### src/rtl/key_led_mode_ctrl.sv
// Push-key / LED board controller: synchronizes and debounces four active-low keys,
// round-robin arbitrates their press events into commands, and sequences four LED display modes.
module key_led_mode_ctrl #(
  parameter int DEB_CYCLES  = 1_000_000,
  parameter int TICK_CYCLES = 12_500_000,
  parameter int CW          = 24
) (
  input  logic       clk,
  input  logic       rst,
  input  logic [3:0] key,
  output logic [3:0] led,
  output logic [1:0] mode,
  output logic       running,
  output logic [3:0] grant
);

  typedef enum logic [1:0] {
    COUNT_UP = 2'd0,
    COUNT_DN = 2'd1,
    SHIFT    = 2'd2,
    BLINK    = 2'd3
  } mode_e;

  localparam logic [CW-1:0] DEB_MAX  = CW'(DEB_CYCLES - 1);
  localparam logic [CW-1:0] TICK_MAX = CW'(TICK_CYCLES - 1);

  function automatic logic [3:0] init_led(input mode_e m);
    case (m)
      COUNT_DN: init_led = 4'b1111;
      SHIFT:    init_led = 4'b0001;
      default:  init_led = 4'b0000;
    endcase
  endfunction

  function automatic logic [3:0] adv_led(input mode_e m, input logic [3:0] l);
    case (m)
      COUNT_UP: adv_led = l + 4'd1;
      COUNT_DN: adv_led = l - 4'd1;
      SHIFT:    adv_led = {l[2:0], l[3]};
      default:  adv_led = ~l;
    endcase
  endfunction

  logic [3:0]    sync1_q, sync1_d, sync2_q, sync2_d;
  logic [3:0]    deb_q, deb_d;
  logic [CW-1:0] deb_cnt_q [4];
  logic [CW-1:0] deb_cnt_d [4];
  logic [3:0]    press;
  logic [3:0]    pending_q, pending_d;
  logic [1:0]    ptr_q, ptr_d;
  logic [3:0]    grant_q, grant_d;
  logic [1:0]    idx;
  logic          found;
  logic [CW-1:0] tick_cnt_q, tick_cnt_d;
  logic          tick, cnt_clr;
  logic [3:0]    led_q, led_d;
  mode_e         mode_q, mode_d, next_mode;
  logic          running_q, running_d;

  // Input path: two-flop synchronizer, then a per-key stability counter.
  always_comb begin
    sync1_d = key;
    sync2_d = sync1_q;
    for (int i = 0; i < 4; i++) begin
      deb_d[i]     = deb_q[i];
      deb_cnt_d[i] = '0;
      if (sync2_q[i] != deb_q[i]) begin
        if (deb_cnt_q[i] == DEB_MAX) deb_d[i] = sync2_q[i];
        else                         deb_cnt_d[i] = deb_cnt_q[i] + CW'(1);
      end
    end
    press = deb_q & ~deb_d;
  end

  // Round-robin search from ptr; a press landing on the granted key keeps it pending.
  always_comb begin
    grant_d = '0;
    ptr_d   = ptr_q;
    found   = 1'b0;
    idx     = ptr_q;
    for (int k = 0; k < 4; k++) begin
      idx = ptr_q + 2'(k);
      if (!found && pending_q[idx]) begin
        grant_d[idx] = 1'b1;
        ptr_d        = idx + 2'd1;
        found        = 1'b1;
      end
    end
    pending_d = (pending_q & ~grant_d) | press;
  end

  // Display: the registered grant is the command; it pre-empts a coincident tick.
  always_comb begin
    tick      = running_q && (tick_cnt_q == TICK_MAX);
    next_mode = mode_e'(mode_q + 2'd1);
    led_d     = led_q;
    mode_d    = mode_q;
    running_d = running_q;
    cnt_clr   = 1'b0;
    if (grant_q[0]) begin
      mode_d  = next_mode;
      led_d   = init_led(next_mode);
      cnt_clr = 1'b1;
    end else if (grant_q[1]) begin
      running_d = ~running_q;
      cnt_clr   = 1'b1;
    end else if (grant_q[2]) begin
      if (!running_q) led_d = adv_led(mode_q, led_q);
    end else if (grant_q[3]) begin
      led_d   = init_led(mode_q);
      cnt_clr = 1'b1;
    end else if (tick) begin
      led_d = adv_led(mode_q, led_q);
    end
    if (!running_q || cnt_clr || tick) tick_cnt_d = '0;
    else                               tick_cnt_d = tick_cnt_q + CW'(1);
  end

  always_ff @(posedge clk or negedge rst) begin
    if (!rst) begin
      sync1_q    <= 4'b1111;
      sync2_q    <= 4'b1111;
      deb_q      <= 4'b1111;
      for (int i = 0; i < 4; i++) deb_cnt_q[i] <= '0;
      pending_q  <= '0;
      ptr_q      <= '0;
      grant_q    <= '0;
      tick_cnt_q <= '0;
      led_q      <= 4'b0000;
      mode_q     <= COUNT_UP;
      running_q  <= 1'b1;
    end else begin
      sync1_q    <= sync1_d;
      sync2_q    <= sync2_d;
      deb_q      <= deb_d;
      for (int i = 0; i < 4; i++) deb_cnt_q[i] <= deb_cnt_d[i];
      pending_q  <= pending_d;
      ptr_q      <= ptr_d;
      grant_q    <= grant_d;
      tick_cnt_q <= tick_cnt_d;
      led_q      <= led_d;
      mode_q     <= mode_d;
      running_q  <= running_d;
    end
  end

  assign led     = led_q;
  assign mode    = mode_q;
  assign running = running_q;
  assign grant   = grant_q;

endmodule

### config.mk
export PLATFORM = sky130hd
export DESIGN_NAME = key_led_mode_ctrl
export DESIGN_NICKNAME = d
export VERILOG_FILES = /design/src/rtl/key_led_mode_ctrl.sv
export SDC_FILE = /design/constraint.sdc
export NUM_CORES = 1
export LEC_CHECK = 0
export BUFFER_PORTS_ARGS = -buffer_cell sky130_fd_sc_hd__clkbuf_2
export CAP_MARGIN = 20
export CORE_AREA = 2 2 164 166
export DETAILED_ROUTE_END_ITERATION = 10
export DIE_AREA = 0 0 166 168
export PLACE_DENSITY = 0.47
export SYNTH_ARGS = -nofsm -noshare
export SYNTH_HDL_FRONTEND = slang
export SYNTH_SLANG_ARGS = --single-unit
### constraint.sdc
create_clock -name clk -period 6 [get_ports clk]
set_input_delay 0.3 -clock clk [delete_from_list [all_inputs] [get_ports clk]]
set_output_delay 0.3 -clock clk [all_outputs]
set_load 0.03 [all_outputs]
==> flow_summary.json <==
{
  "result_of_the_run": "finished, final reports clean",
  "routed_wirelength_mm": 14.6,
  "drv_cap": 0,
  "worst_slew_margin_rel_pct": 38.3,
  "aggregate_global_route_resource_usage_pct": 11.0,
  "io_buffers": 16,
  "dpl_worst_slack_ps": 3320,
  "cts_htree_levels": 4,
  "grt_first_pass_wirelength_mm": 25.6,
  "dieArea_sq_um": 27900,
  "clock_sink_count": 149,
  "synth.cell_area_sq_um": 7770,
  "area_delta_synth_final_pct": 13.9,
  "hold_viol": 0,
  "cts.path.max_buffers": 2,
  "antenna_found_initial": 0,
  "setup-violations-final": 0,
  "detail_route.vias_per_cell": 4.63,
  "ios": 17,
  "setup.worst_path.class": "reg2reg",
  "power.total_mw": 2.23,
  "drc_errors": 0,
  "synth.area.top_cells": "dfrtp_1 (44%), xor2_1 (9.5%), nor2_1 (6.8%)",
  "largest_net_degree_at_the_start_of_global_routing": 77,
  "yosys.area_share.xor_xnor_pct": 13.3,
  "async_reset_ff_share_pct": 100,
  "syn_nets": 794,
  "worst_supply_voltage_drop_on_vdd_uv": 150,
  "setup_total_negative_slack_ps": 0,
  "cp-end-kind": "register",
  "worst_ep_required_time_ps": 6290,
  "cts-hold-fix-buffers": 5,
  "floorplan.initialDensity_pct": 29.5,
  "finalCritPeriodShare_pct": 44.7,
  "maxSlewViolCount": 0,
  "hp-class": "reg2reg",
  "netlist_instances": 769,
  "cts_post_setup_buffers_inserted": 0,
  "clkLatencyLatePin_ps": 420,
  "clockRootBuffer": "clkbuf_16",
  "core_region_area_sq_um": 26400,
  "cts-buffers-inserted": 17,
  "routed_wire_length_per_instance_microns": 12.8,
  "place.detailed.hpwl_mm": 9.57,
  "timing.final.crit_period_ps": 2680,
  "postLayoutSetupSlackWorst_ps": 3320,
  "n_antenna_cell": 0,
  "drt_iter0_drc": 306,
  "detailroute.via_count": 5277,
  "synth_sequential_area_ratio_pct": 48.2,
  "synth_top_cell_by_area": "dfrtp_1",
  "power.leakage_nw": 3.74,
  "synth.lib_cells_used.distinct": 61,
  "synth_adder_area_share_pct": 3.06,
  "fmax_mhz": 373,
  "placement_rows": 60,
  "yosys-mux-area-fraction_pct": 2.92,
  "synth_compound_gate_area_share_pct": 3.74,
  "tritoncts": "built",
  "synth_top_family_by_area": "simple AND/OR/NAND/NOR gates",
  "drtAntennaViolNets": 0,
  "grt.overflow.total": 0,
  "place_congestion": 0.764,
  "power_density_over_the_cells_nw_per_um2": 252,
  "worst-endpoint-arrival_ps": 2980,
  "dieWidth_microns": 166,
  "drive_above_1_share_pct": 12.1,
  "crit_path_max_fanout": 10,
  "worst_setup_path_start_kind": "register",
  "yosys_warnings": 0,
  "synth-main-ff-cell": "dfrtp_1",
  "grt_pass1_vias": 5118,
  "register_clock_pin_slew_on_the_reported_worst_setup_and_hold_paths_ps": 60,
  "synthesis.area_per_instance_sq_um": 10.1,
  "synth_enable_flop_cells": 0,
  "firstDrtPassIters": 5,
  "fp.dieH_microns": 168,
  "fin_worst_skew_ps": 9.80,
  "fraction_of_synthesized_cell_area_taken_by_the_top_area_cell_type_pct": 43.8,
  "finish.net_count": 811,
  "yosys_register_bits": 149,
  "cts.repair.resized": 0,
  "unrepaired_setup_endpoints_after_global_routing": "no",
  "stdcell_count": 1140,
  "max_slew.worst_pin.slew_ps": 926,
  "post-place-cells": 1103,
  "synth_simple_gate_area_share_pct": 26.1
}
[power breakdown]
part           switching (mW)  total, mW  internal (mW)
Clock                   0.416       1.15          0.737
Sequential            0.00902       1.03           1.02
Combinational          0.0360     0.0484         0.0124
Total                   0.461       2.23           1.77
[synth_stat cells, drive strengths merged, types with 13 or more instances]
master  instances
nor3           13
and4           14
and3           24
dfrtp         136
xnor2          34
nand2          48
nand3          48
nand4          36
xor2           84
nor4           13
nor2b          13
ha             19
dfstp          13
inv            19
buf            15
nor2          140
[cells by family after synthesis]
family,after synthesis
AOI/OAI and AO/OA,37
xor gates and xnor gates,118
adders and majority gates,19
buffers and inverters,44
DFF,149
muxes,16
and+or+nand+nor,386
[routing by layer]
layer / vias up / share of wire, % / GRT usage [%]
met2: 56 / 44 / 16.6
met5: - / 0 / 0
met4: 0 / 1.2 / 3.63
met3: 11 / 3.0 / 2.68
met1: 2530 / 52 / 15.5
li1: 2680 / - / -
[through the flow]
stage / cell area, sq um / util, % / hold WS (ps)
floorplan: 7770 / - / 4.41
global placement: 8160 / 31.0 / 345
detailed placement: 8160 / 31.0 / 347
CTS: 8850 / 33.6 / 356
global route: 8850 / 33.6 / 358
finish: 8850 / 33.6 / 355
[path summary, 6_finish.rpt]
path | slack (ps) | end | start | depth (start not counted)
worst max-delay path | 3320 | pending_q[3] | ptr_q[0] | 7
worst min-delay path | 360 | sync2_q[0] | sync1_q[0] | 0
worst max register to register | 3320 | pending_q[3] | ptr_q[0] | 7
worst min register to register | 360 | sync2_q[0] | sync1_q[0] | 0
max in group asynchronous | 4120 | deb_cnt_q[16] | rst | 3
min in group asynchronous | 460 | deb_cnt_q[42] | rst | 2
[critical path, cell delays in order (launching register included)]
cell     delay [ps]
dfrtp_1         590
inv_1           180
ha_1            400
mux4_2          680
nor4b_4         410
nand2_1         120
o21ai_2          80
o32ai_1         100
[registers in the layout (all words and copies together) (netlist names)]
register	flops
deb_cnt_q	96
tick_cnt_q	24
grant	4
ptr_q	2
sync1_q	4
sync2_q	4
deb_q	4
led	4
running	1
pending_q	4
mode	2
[cell usage in the layout (no fill, tap or decap), types with 14 or more instances in the layout]
master / instances
nand4_1: 35
dfrtp_1: 136
nand2_1: 47
and3_1: 23
clkbuf_2: 15
and4_1: 14
inv_1: 19
xnor2_1: 34
clkbuf_16: 17
nor2_1: 140
xor2_1: 84
nand3_1: 48
ha_1: 19
[area by class of cell]
class	instances	area, sq um
Sequential cell	149	3740
Inverter	19	71.3
Timing Repair Buffer	23	151
Tap cell	341	427
Clock buffer	19	433
Multi-Input combinational cell	576	3820
Fill cell	2653	17500
Clock inverter	13	206
Power figures use the tool's default switching activity.
